**config.mk**
```make
export PLATFORM = sky130hd
export DESIGN_NAME = denormalizacao
export DESIGN_NICKNAME = d
export VERILOG_FILES = /design/src/rtl/denormalizacao.sv
export SDC_FILE = /design/constraint.sdc
export NUM_CORES = 1
export LEC_CHECK = 0
export ABC_CLOCK_PERIOD_IN_PS = 4600
export CORE_ASPECT_RATIO = 1.1
export CORE_UTILIZATION = 32
export CTS_CLUSTER_SIZE = 12
export DETAILED_ROUTE_END_ITERATION = 8
export SYNTH_ARGS = -nofsm -noshare
export SYNTH_HDL_FRONTEND = slang
export SYNTH_SLANG_ARGS = --single-unit
```
**constraint.sdc**
```tcl
create_clock -name clk -period 4.6 [get_ports clk]
set_input_delay 0.92 -clock clk [delete_from_list [all_inputs] [get_ports clk]]
set_output_delay 0.92 -clock clk [all_outputs]
set_load 0.05 [all_outputs]
```
**src/rtl/denormalizacao.sv**
```systemverilog
// -----------------------------------------------------------------------------
// denormalizacao
//
// Undoes the log2 normalization stage. A normalized mantissa has its leading
// one at bit NORM_BIT, and exp_in is the exponent that normalization
// produced. The original fixed-point value is restored by a logical right
// shift of (NORM_BIT - exp_in) bits, done one bit per clock. Bits shifted
// out are OR-ed into the inexact flag. Malformed operands raise err.
//
// Handshake: start is sampled only while ready=1. An accepted start clears
// value_out, inexact and err. done is a one-cycle pulse. value_out,
// inexact and err stay valid until the next accepted start. ready is high
// in the done cycle, so a back-to-back start is accepted there.
//
// Ports:
//   clk        : clock, all logic on the rising edge
//   rst        : synchronous active-high reset
//   start      : operation request, sampled when ready=1
//   mant_in    : normalized mantissa [WIDTH-1:0]
//   exp_in     : exponent [EXP_W-1:0], legal range 0..NORM_BIT
//   ready      : high in IDLE, a new start can be accepted
//   done       : one-cycle pulse, result outputs valid
//   value_out  : denormalized result [WIDTH-1:0]
//   inexact    : OR of all bits shifted out
//   err        : operand error
//   state_dbg  : current FSM state (0=IDLE, 1=SHIFT) for observation
// -----------------------------------------------------------------------------
module denormalizacao #(
    parameter int WIDTH    = 42,
    parameter int NORM_BIT = 8,
    parameter int EXP_W    = 4
) (
    input  logic             clk,
    input  logic             rst,
    input  logic             start,
    input  logic [WIDTH-1:0] mant_in,
    input  logic [EXP_W-1:0] exp_in,
    output logic             ready,
    output logic             done,
    output logic [WIDTH-1:0] value_out,
    output logic             inexact,
    output logic             err,
    output logic             state_dbg
);

    typedef enum logic {
        IDLE  = 1'b0,
        SHIFT = 1'b1
    } state_t;

    localparam logic [EXP_W-1:0] NB = NORM_BIT[EXP_W-1:0];

    state_t           state;
    logic [WIDTH-1:0] shreg;
    logic [EXP_W-1:0] cnt;
    logic             sticky;
    logic             err_r;

    // Operand checks on the incoming mantissa.
    logic             lead_missing;
    logic             high_bits_set;

    assign lead_missing  = ~mant_in[NORM_BIT];
    assign high_bits_set = |(mant_in >> (NORM_BIT + 1));
    assign state_dbg     = state;

    always_ff @(posedge clk) begin
        if (rst) begin
            state     <= IDLE;
            ready     <= 1'b1;
            done      <= 1'b0;
            value_out <= '0;
            inexact   <= 1'b0;
            err       <= 1'b0;
            shreg     <= '0;
            cnt       <= '0;
            sticky    <= 1'b0;
            err_r     <= 1'b0;
        end else begin
            done <= 1'b0;
            case (state)
                IDLE: begin
                    if (start) begin
                        value_out <= '0;
                        inexact   <= 1'b0;
                        err       <= 1'b0;
                        sticky    <= 1'b0;
                        ready     <= 1'b0;
                        state     <= SHIFT;
                        // Range check first so NB - exp_in never wraps.
                        if (exp_in > NB) begin
                            err_r <= 1'b1;
                            cnt   <= '0;
                            shreg <= '0;
                        end else begin
                            err_r <= lead_missing | high_bits_set;
                            cnt   <= NB - exp_in;
                            shreg <= mant_in;
                        end
                    end
                end
                SHIFT: begin
                    if (cnt != '0) begin
                        shreg  <= shreg >> 1;
                        sticky <= sticky | shreg[0];
                        cnt    <= cnt - 1'b1;
                    end else begin
                        value_out <= shreg;
                        inexact   <= sticky;
                        err       <= err_r;
                        done      <= 1'b1;
                        ready     <= 1'b1;
                        state     <= IDLE;
                    end
                end
            endcase
        end
    end

endmodule

```
Word level (Yosys, flattened, before mapping). Index checks and enable logic that the tools add are counted.

Register bits: 95. Output and inout bits: 47. Word-level logic and storage cells: 51.

Muxes and demuxes: 25. Add/sub/neg operators: 2. Bitwise gates (word level): 4. Reductions and logical operators: 6. Equality and inequality tests: 3. Magnitude comparators: 1.

Operator list (count): 42-bit 2-to-1 mux (5); 42-bit case mux with 2 select lines (2); 33-bit OR reduction (1); 4-bit 2-to-1 mux (3); 1-bit case mux with 2 select lines (5); 1-bit 2-to-1 mux (9); 4-bit case mux with 2 select lines (1); 2-bit AND reduction (3); 4-bit greater-than comparator (second input constant) (1); 2-bit inequality test (second input constant) (2); 4-bit nonzero test (1); 4-bit by 1-bit subtractor with 4-bit output (second input constant) (1); 4-bit subtractor (first input constant) (1); 2-bit by 1-bit inequality test with 1-bit output (second input constant) (1); 1-bit inverter (2); 1-bit bitwise OR (2); 2-bit OR reduction (1).

Longest topological paths before layout. Gate-level depths: netlist (run 1).

Depth in word-level cells: 4. Gate-level depth with buffers: 7.

Worst setup path before layout (run 1). No wires, ideal clock.

Path kind: input to register. Start: input port exp_in[0]. End: register shreg[32]. Library setup time: 91 ps. Slack: 2598 ps. Stages on the path: 7. Data arrival time: 1911 ps. Path buffers: 2. Path through: inv_1 -> ha_1 -> nor2b_1 -> buf_2 -> buf_2 -> o211ai_1 -> a311oi_1.

Word-level cells in the longest chain between the ends: 4.

RTL lines: start: declaration (line 37) `input logic [EXP_W-1:0] exp_in,`; 4-bit greater-than comparator (line 91) `if (exp_in > NB) begin`; 42-bit 2-to-1 mux (line 91); 42-bit 2-to-1 mux (line 83) `if (start) begin`; 42-bit case mux with 2 select lines (line 81) `case (state)`; end signal: assignment (line 98) `shreg <= mant_in;`; end signal: assignment (line 104) `shreg <= shreg >> 1;`; end: declaration (line 54) `logic [WIDTH-1:0] shreg;`.

Every way passes these cells. The select of a mux whose other input is x is not followed. A chain may end at the register's enable or synchronous reset.

Final worst setup path (run 1).
Start: register state, in the netlist state_dbg. End: output port state_dbg.

RTL lines: start: declaration (line 53) `state_t state;`; start signal: assignment (line 69) `state <= IDLE;`; start signal: assignment (line 89) `state <= SHIFT;`; start signal: assignment (line 113) `state <= IDLE;`; end: declaration (line 43) `output logic state_dbg`.

No word-level cell between the ends.

==> results.ini, run 1 <==
[pwr]
power_leakage_uw = 0.00178
ir_worst_vdd_mv = 0.217
power_density_nw_per_um2 = 419

[worst_setup_path]
required_ps = 3680
crit_family = flip-flops
start_kind = flop
worst-path-max-fanout = 55
crit_type = flop to output pin
max_stage_delay_ps = 1040
cp-end-kind = output pin
cp.arrival_ps = 2360
cp_slowest_cell = dfxtp_2
path_cells = clkdlybuf4s50_1
crit_buf_inv = 1

[worst_hold_path]
hp-class = flop to flop

[die]
die_h_um = 120
coreArea_um2 = 12200
die_w_um = 110
pin_count = 96
rows = 42
die_area_um2 = 13200
start_util_pct = 33.4

[timing]
tns_ps = 0
slew_viol_final = 0
grt_setup_unrepaired = no
tightestPinTransition_ps = 1130
finalWorstPathRequiredPeriod_ps = 3280
setup_viol = 0
fin_crit_sh_pct = 71.3
hold_viol_final = 0
timing.fmax_mhz = 305
relSlewSlack_pct = 24.6
finalClockSkew_ps = 5.78

[global_routing]
overflow = 0
antenna_found_initial = 0
grt_start_max_net_pins = 56
grt_pass1_wl_mm = 18.6
grt_pass1_vias = 3465
grtUsageTotal_pct = 18.1

[final_layout]
stdcell_area_um2 = 5330
drive_gt1_share_pct = 12.9
syn_to_final_growth_pct = 31.0
fill_cells = 1191
finalNonFillerCells = 634
layout.nets = 527
antenna_cells = 0

[logic_synthesis]
synth_top_area_share_pct = 46.7
synth_most_common_cell = dfxtp_1
ys_async_sr_fraction_pct = 0
synthFlopType = dfxtp_1
synth_xor_area_share_pct = 0.431
yosysSeqAreaShare_pct = 46.7
ys_ff_latch = 95
synthMuxAreaShare_pct = 0
yosysWarnings = 0
synth_fa_ha_area_share_pct = 0.615
synth_edf_count = 0
yosysTopAreaCell = dfxtp_1
synth_area_um2 = 4070
synth_compound_area_share_pct = 35.8
synthSimpleGateAreaFrac_pct = 9.13
avgSynthCellArea_um2 = 9.83
synth.distinct_cells = 42
synth_nets = 465
yosys-top-cells-count = 95 x dfxtp_1, 46 x a21oi_1, 44 x a311oi_1
synthCells = 414
synth_top_family_by_area = compound AO/OA/AOI/OAI gates
synth_area_leaders = dfxtp_1 47%, a311oi_1 9.5%, a22o_2 8.1%

[place]
place_inst = 619
dp_hpwl_mm = 7.31
gp_congestion = 0.719
post_dp_cell_area_um2 = 4980
port_buffers = 95

[drt]
wl_per_cell_um = 18.5
drt-initial-drc-count = 194
vias_per_cell = 5.71
first_pass_iters = 4
drc_errors = 0
num_vias = 3621
wl_mm = 11.7
ant_nets = 0

[clocking]
cts_tree = done
cts.sinks = 95
cts_hold_buf = 0
postCtsSetupBuffers = 0
clk_pin_slew_ps = 60
numCtsBuffers = 9
post_cts_resized = 0
clock_path_buffers = 2
clock_latency_ps = 330
root_buffer = clkbuf_16
htree_levels = 3

[job]
maxCapViolCount = 0

[run_status]
status = complete, no violations

-- area by class of cell --
| type | count | area, um2 | share of cell area [%] |
|---|---|---|---|
| repair buffers | 99 | 976 | 18.3 |
| flip-flops and latches | 95 | 1900 | 35.7 |
| inverters | 6 | 22.5 | 0.423 |
| well taps | 154 | 193 | 3.62 |
| clock buffers | 10 | 239 | 4.48 |
| clock inverters | 5 | 106 | 2.00 |
| multi-input cells | 265 | 1890 | 35.5 |
-- through the flow --
step / power, uW / util (%) / hold slack [ps] / setup slack, ps
finish: 2230 / 43.7 / 482 / 1320
global route: 2320 / 43.7 / 497 / 1220
CTS: 2240 / 43.7 / 482 / 1330
detailed placement: 1390 / 40.9 / 465 / 1470
global placement: 1390 / 40.9 / 456 / 1470
floorplan: 1270 / - / 450 / 2600
-- flip-flops by register name, indices dropped and copies added (netlist names) --
signal,count
err_r,1
ready,1
state_dbg,1
err,1
inexact,1
value_out,42
cnt,4
shreg,42
sticky,1
done,1
-- placed cells by master, fill, tap and decap left out, drive strengths merged, types with 2 or more instances in the layout --
| master | n |
|---|---|
| a22o | 44 |
| nor2 | 6 |
| or2 | 2 |
| clkdlybuf4s50 | 94 |
| o211ai | 43 |
| nor3 | 4 |
| dfxtp | 95 |
| bufinv | 3 |
| clkinv | 3 |
| a311oi | 44 |
| a21oi | 46 |
| clkbuf | 10 |
| inv | 4 |
| nand2 | 41 |
| nor2b | 2 |
| nor3b | 2 |
| buf | 5 |
| nor4 | 8 |
| ha | 2 |
| o21ai | 3 |
-- power breakdown --
group / switching (uW) / internal, uW
sequential: 75.3 / 896
combinational: 242 / 165
clock: 310 / 544
total: 627 / 1610
-- worst paths after layout --
path | startpoint | endpoint | slack [ps] | depth (start not counted)
max | state_dbg | state_dbg | 1320 | 1
min | value_out[6] | value_out[6] | 480 | 1
max reg2reg | state_dbg | shreg[20] | 1660 | 4
min reg2reg | value_out[6] | value_out[6] | 480 | 1
-- routing by layer --
metal	vias up	part of all wire (%)	GRT usage, %
met2	131	46	27.9
li1	1746	-	-
met1	1731	46	25.1
met4	0	1.7	6.08
met3	13	5.6	3.45
met5	-	0	0
-- logic make-up (layout without fill, tap and decap cells) --
group,Yosys count,count (layout)
AND/OR/NAND/NOR,72,72
AO/OA/AOI/OAI,189,189
XOR/XNOR,2,2
flip-flops,95,95
buffers and inverters,54,120
adder cells (fa/ha/maj),2,2
(Power assumes the default switching activity.)
==> inputs of run 2 (changes only) <==
Settings changed: ABC_CLOCK_PERIOD_IN_PS 4600 to 2690.
Clock period 4.6 ns to 2.69 ns, I/O delays scaled along.
==> results.ini, run 2 (synthesis gave the netlist of run 1 again) <==
[run_status]
status = complete, no violations

[timing]
grt_setup_unrepaired = no
tightestPinTransition_ps = 1260
tns_ps = 0
fin_crit_sh_pct = 87.6
timing.fmax_mhz = 425
relSlewSlack_pct = 15.8
setup_slack_ps = 335
setup_viol = 0
hold_viol_final = 0
slew_viol_final = 0
finalClockSkew_ps = 11.3
finalWorstPathRequiredPeriod_ps = 2360

[worst_setup_path]
required_ps = 2960
cp-end-kind = flop
crit_type = flop to flop
path_cells = inv_1 > ha_1 > and4bb_4 > nor3_2 > a22o_2
start_kind = flop
max_stage_delay_ps = 1010
crit_family = simple AND/OR/NAND/NOR gates
cp_slowest_cell = nor3_2
worst-path-max-fanout = 15
crit_buf_inv = 1
cp.arrival_ps = 2630

[die]
die_area_um2 = 13200
die_h_um = 120
pin_count = 96
die_w_um = 110
coreArea_um2 = 12200
rows = 42
start_util_pct = 33.4

[drt]
drt-initial-drc-count = 267
drc_errors = 0
ant_nets = 0
num_vias = 3760
wl_per_cell_um = 18.4
wl_mm = 12.0
vias_per_cell = 5.78
first_pass_iters = 5

[clocking]
post_cts_resized = 0
root_buffer = clkbuf_16
numCtsBuffers = 9
clock_latency_ps = 340
clock_path_buffers = 2
cts.sinks = 95
postCtsSetupBuffers = 0
cts_hold_buf = 0
htree_levels = 3
clk_pin_slew_ps = 70
cts_tree = done

[job]
maxCapViolCount = 0

[final_layout]
syn_to_final_growth_pct = 32.9
final_common_cell = dfxtp_1
fill_cells = 1187
layout.nets = 543
reg.largest.list = shreg: 42 flops, value_out: 42 flops, cnt: 4 flops
layout_common_cells = 94 x dfxtp_1, 93 x clkdlybuf4s50_1, 46 x a21oi_1
drive_gt1_share_pct = 15.7
utilization_pct = 44.4
antenna_cells = 0
stdcell_area_um2 = 5410

[global_routing]
grt_pass1_wl_mm = 18.5
grtUsageTotal_pct = 18.0
grt_pass1_vias = 3519
overflow = 0
grt_start_max_net_pins = 52
antenna_found_initial = 0

[pwr]
total_power_uw = 3640
power_leakage_uw = 0.00183
ir_worst_vdd_mv = 0.397
power_density_nw_per_um2 = 674

[place]
port_buffers = 95
dp_hpwl_mm = 7.78
post_dp_cell_area_um2 = 5110
gp_congestion = 0.777
dp_slack_ps = -39.9

[worst_hold_path]
hp-class = flop to flop

[run 2: metal layers]
| layer | vias up | share of wire (%) | global-route usage, % |
|---|---|---|---|
| li1 | 1782 | - | - |
| met1 | 1819 | 47 | 25.2 |
| met2 | 144 | 46 | 27.8 |
| met3 | 15 | 6.1 | 3.94 |
| met4 | 0 | 0.90 | 4.83 |
| met5 | - | 0 | 0 |
[run 2: cell type report]
class / instances / area (um2) / area share, %
inverters: 6 / 22.5 / 0.416
clock buffers: 11 / 233 / 4.30
flip-flops and latches: 95 / 1900 / 35.2
well taps: 154 / 193 / 3.56
repair buffers: 114 / 1100 / 20.3
clock inverters: 5 / 58.8 / 1.09
multi-input cells: 266 / 1900 / 35.1
[run 2: power by group]
group	internal (uW)	total, uW	switching, uW
sequential	1530	1640	107
clock	722	1260	534
combinational	306	750	444
[run 2: worst paths after layout]
kind | depth (start not counted) | slack [ps] | startpoint | to
worst max-delay path | 5 | 330 | cnt[0] | value_out[10]
worst min-delay path | 1 | 470 | err_r | err
worst max register to register | 5 | 330 | cnt[0] | value_out[10]
worst min register to register | 1 | 470 | err_r | err
[run 2: per-stage QoR]
| step | hold slack (ps) | std cells |
|---|---|---|
| CTS | 472 | 650 |
| global route | 494 | 651 |
| detailed placement | 463 | 634 |
| floorplan | 450 | 414 |
| global placement | 460 | 634 |
| finish | 470 | 651 |
==> inputs of run 3 (changes only) <==
Settings changed: SETUP_SLACK_MARGIN set to 0.5.
==> results.ini, run 3 (synthesis gave the netlist of run 1 again) <==
[run_status]
status = complete, no violations

[pwr]
power_leakage_uw = 0.00185
sw_frac_of_total_pct = 29.9
total_power_uw = 3660
sequentialPowerShare_pct = 44.7
ir_worst_vdd_mv = 0.396
p_int_uw = 2570
power_density_nw_per_um2 = 673
combinationalPowerShare_pct = 20.9
p_clk_share_pct = 34.3
p_switching_uw = 1100

[place]
port_buffers = 95
dp_hpwl_mm = 7.78
gp_congestion = 0.777
dp_slack_ps = -39.9

[global_routing]
grt_pass1_wl_mm = 18.9
grt_pass1_vias = 3566
grtUsageTotal_pct = 18.5
antenna_found_initial = 0
grt_start_max_net_pins = 52
overflow = 0

[die]
rows = 42
pin_count = 96
start_util_pct = 33.4
die_w_um = 110
coreArea_um2 = 12200
die_h_um = 120
die_area_um2 = 13200

[drt]
wl_mm = 12.2
first_pass_iters = 4
vias_per_cell = 5.85
num_vias = 3826
ant_nets = 0
drt-initial-drc-count = 241
drc_errors = 0
wl_per_cell_um = 18.7

[worst_setup_path]
worst-path-max-fanout = 2
r2r_setup_slack_ps = 680
crit_end = value_out[28]
required_ps = 2150
rr_startpoint = cnt[0]
crit_buf_inv = 1
cp.arrival_ps = 1530
crit_type = flop to output pin
path_cells = clkdlybuf4s50_1
cp_slowest_cell = clkdlybuf4s50_1
r2r_end = value_out[22]
crit_family = buffers and inverters
cp-end-kind = output pin
reg2reg_depth = 5
cp.depth = 1
start_kind = flop
max_stage_delay_ps = 830
critical_path.startpoint = value_out[28]

[clocking]
cts_hold_buf = 0
numCtsBuffers = 9
root_buffer = clkbuf_16
clock_path_buffers = 2
cts.sinks = 95
htree_levels = 3
clk_pin_slew_ps = 70
cts_tree = done
clock_latency_ps = 340

[final_layout]
utilization_pct = 44.7
reg.largest.list = shreg: 42 flops, value_out: 42 flops, cnt: 4 flops
layout_common_cells = 94 x dfxtp_1, 93 x clkdlybuf4s50_1, 46 x a21oi_1
syn_to_final_growth_pct = 33.8
final_common_cell = dfxtp_1
drive_gt1_share_pct = 16.4
layout.nets = 546
antenna_cells = 0

[timing]
slew_viol_final = 0
fin_crit_sh_pct = 76.9
setup_slack_ps = 620
hold_viol_final = 0
tightestPinTransition_ps = 796
finalClockSkew_ps = 9.95
grt_setup_unrepaired = no
setup_viol = 0
finalWorstPathRequiredPeriod_ps = 2070
timing.fmax_mhz = 483
relSlewSlack_pct = 46.7

[worst_hold_path]
hp-class = flop to flop

[job]
maxCapViolCount = 0

-- run 3: cell types whose count changed in the layout (fill, tap and decap cells not counted) --
cell and change:
nor2_4 +1, nor3_4 +1, clkinv_1 -1, buf_4 +2, nor3_2 -1, clkinvlp_4 +1
-- run 3: metrics by stage --
step | setup TNS, ps | hold slack, ps | cell area [um2] | cells
2_1_floorplan | 0 | 450 | 4070 | 414
3_3_place_gp | 0 | 460 | 5110 | 634
3_5_place_dp | -432 | 463 | 5110 | 634
4_1_cts | 0 | 472 | 5430 | 653
5_1_grt | 0 | 494 | 5440 | 654
6_report | 0 | 473 | 5440 | 654
-- run 3: final cells by class --
cell class,instances,area [um2]
clock buffers,11,233
clock inverters,5,58.8
fillers,1183,6750
inverters,6,26.3
multi-input cells,267,1920
flip-flops and latches,95,1900
well taps,154,193
repair buffers,116,1110
-- run 3: worst reg2reg max path, stage by stage (launching register included) --
cell,delay (ps)
dfxtp_1,390
inv_1,80
ha_1,260
and4bb_4,280
nor3_4,690
a22o_2,250
-- run 3: worst min path at each step --
stage | start | endpoint | slack, ps | depth (start not counted)
global route | value_out[12] | value_out[12] | 490 | 1
finish | err_r | err | 470 | 1
detailed placement | value_out[16] | value_out[16] | 460 | 1
floorplan | sticky | inexact | 450 | 1
CTS | err_r | err | 470 | 1
global placement | err_r | err | 460 | 1
-- run 3: layer usage --
| metal | vias up | routed length [um] | track usage (%) | share of wire, % |
|---|---|---|---|---|
| met5 | - | 0 | 0 | 0 |
| met4 | 0 | 127 | 4.33 | 1.0 |
| met3 | 20 | 777 | 3.99 | 6.3 |
| met2 | 166 | 5670 | 28.5 | 46 |
| met1 | 1848 | 5670 | 26.1 | 46 |
| li1 | 1792 | - | - | - |
-- run 3: what timing repair did --
action,in CTS,in global routing
endpoints found under the setup margin,44,72
pin swaps,1,0
cloned,1,1
gates resized for setup,1,2
buffers inserted,2,0
-- run 3: power groups by stage --
stage / Sequential (uW) / Combinational [uW] / Clock [uW]
final: 1640 / 767 / 1260
after detailed placement: 1670 / 743 / 0
after CTS: 1640 / 760 / 1280
after global routing: 1660 / 825 / 1340
after floorplan: 1720 / 446 / 0
after global placement: 1660 / 730 / 0
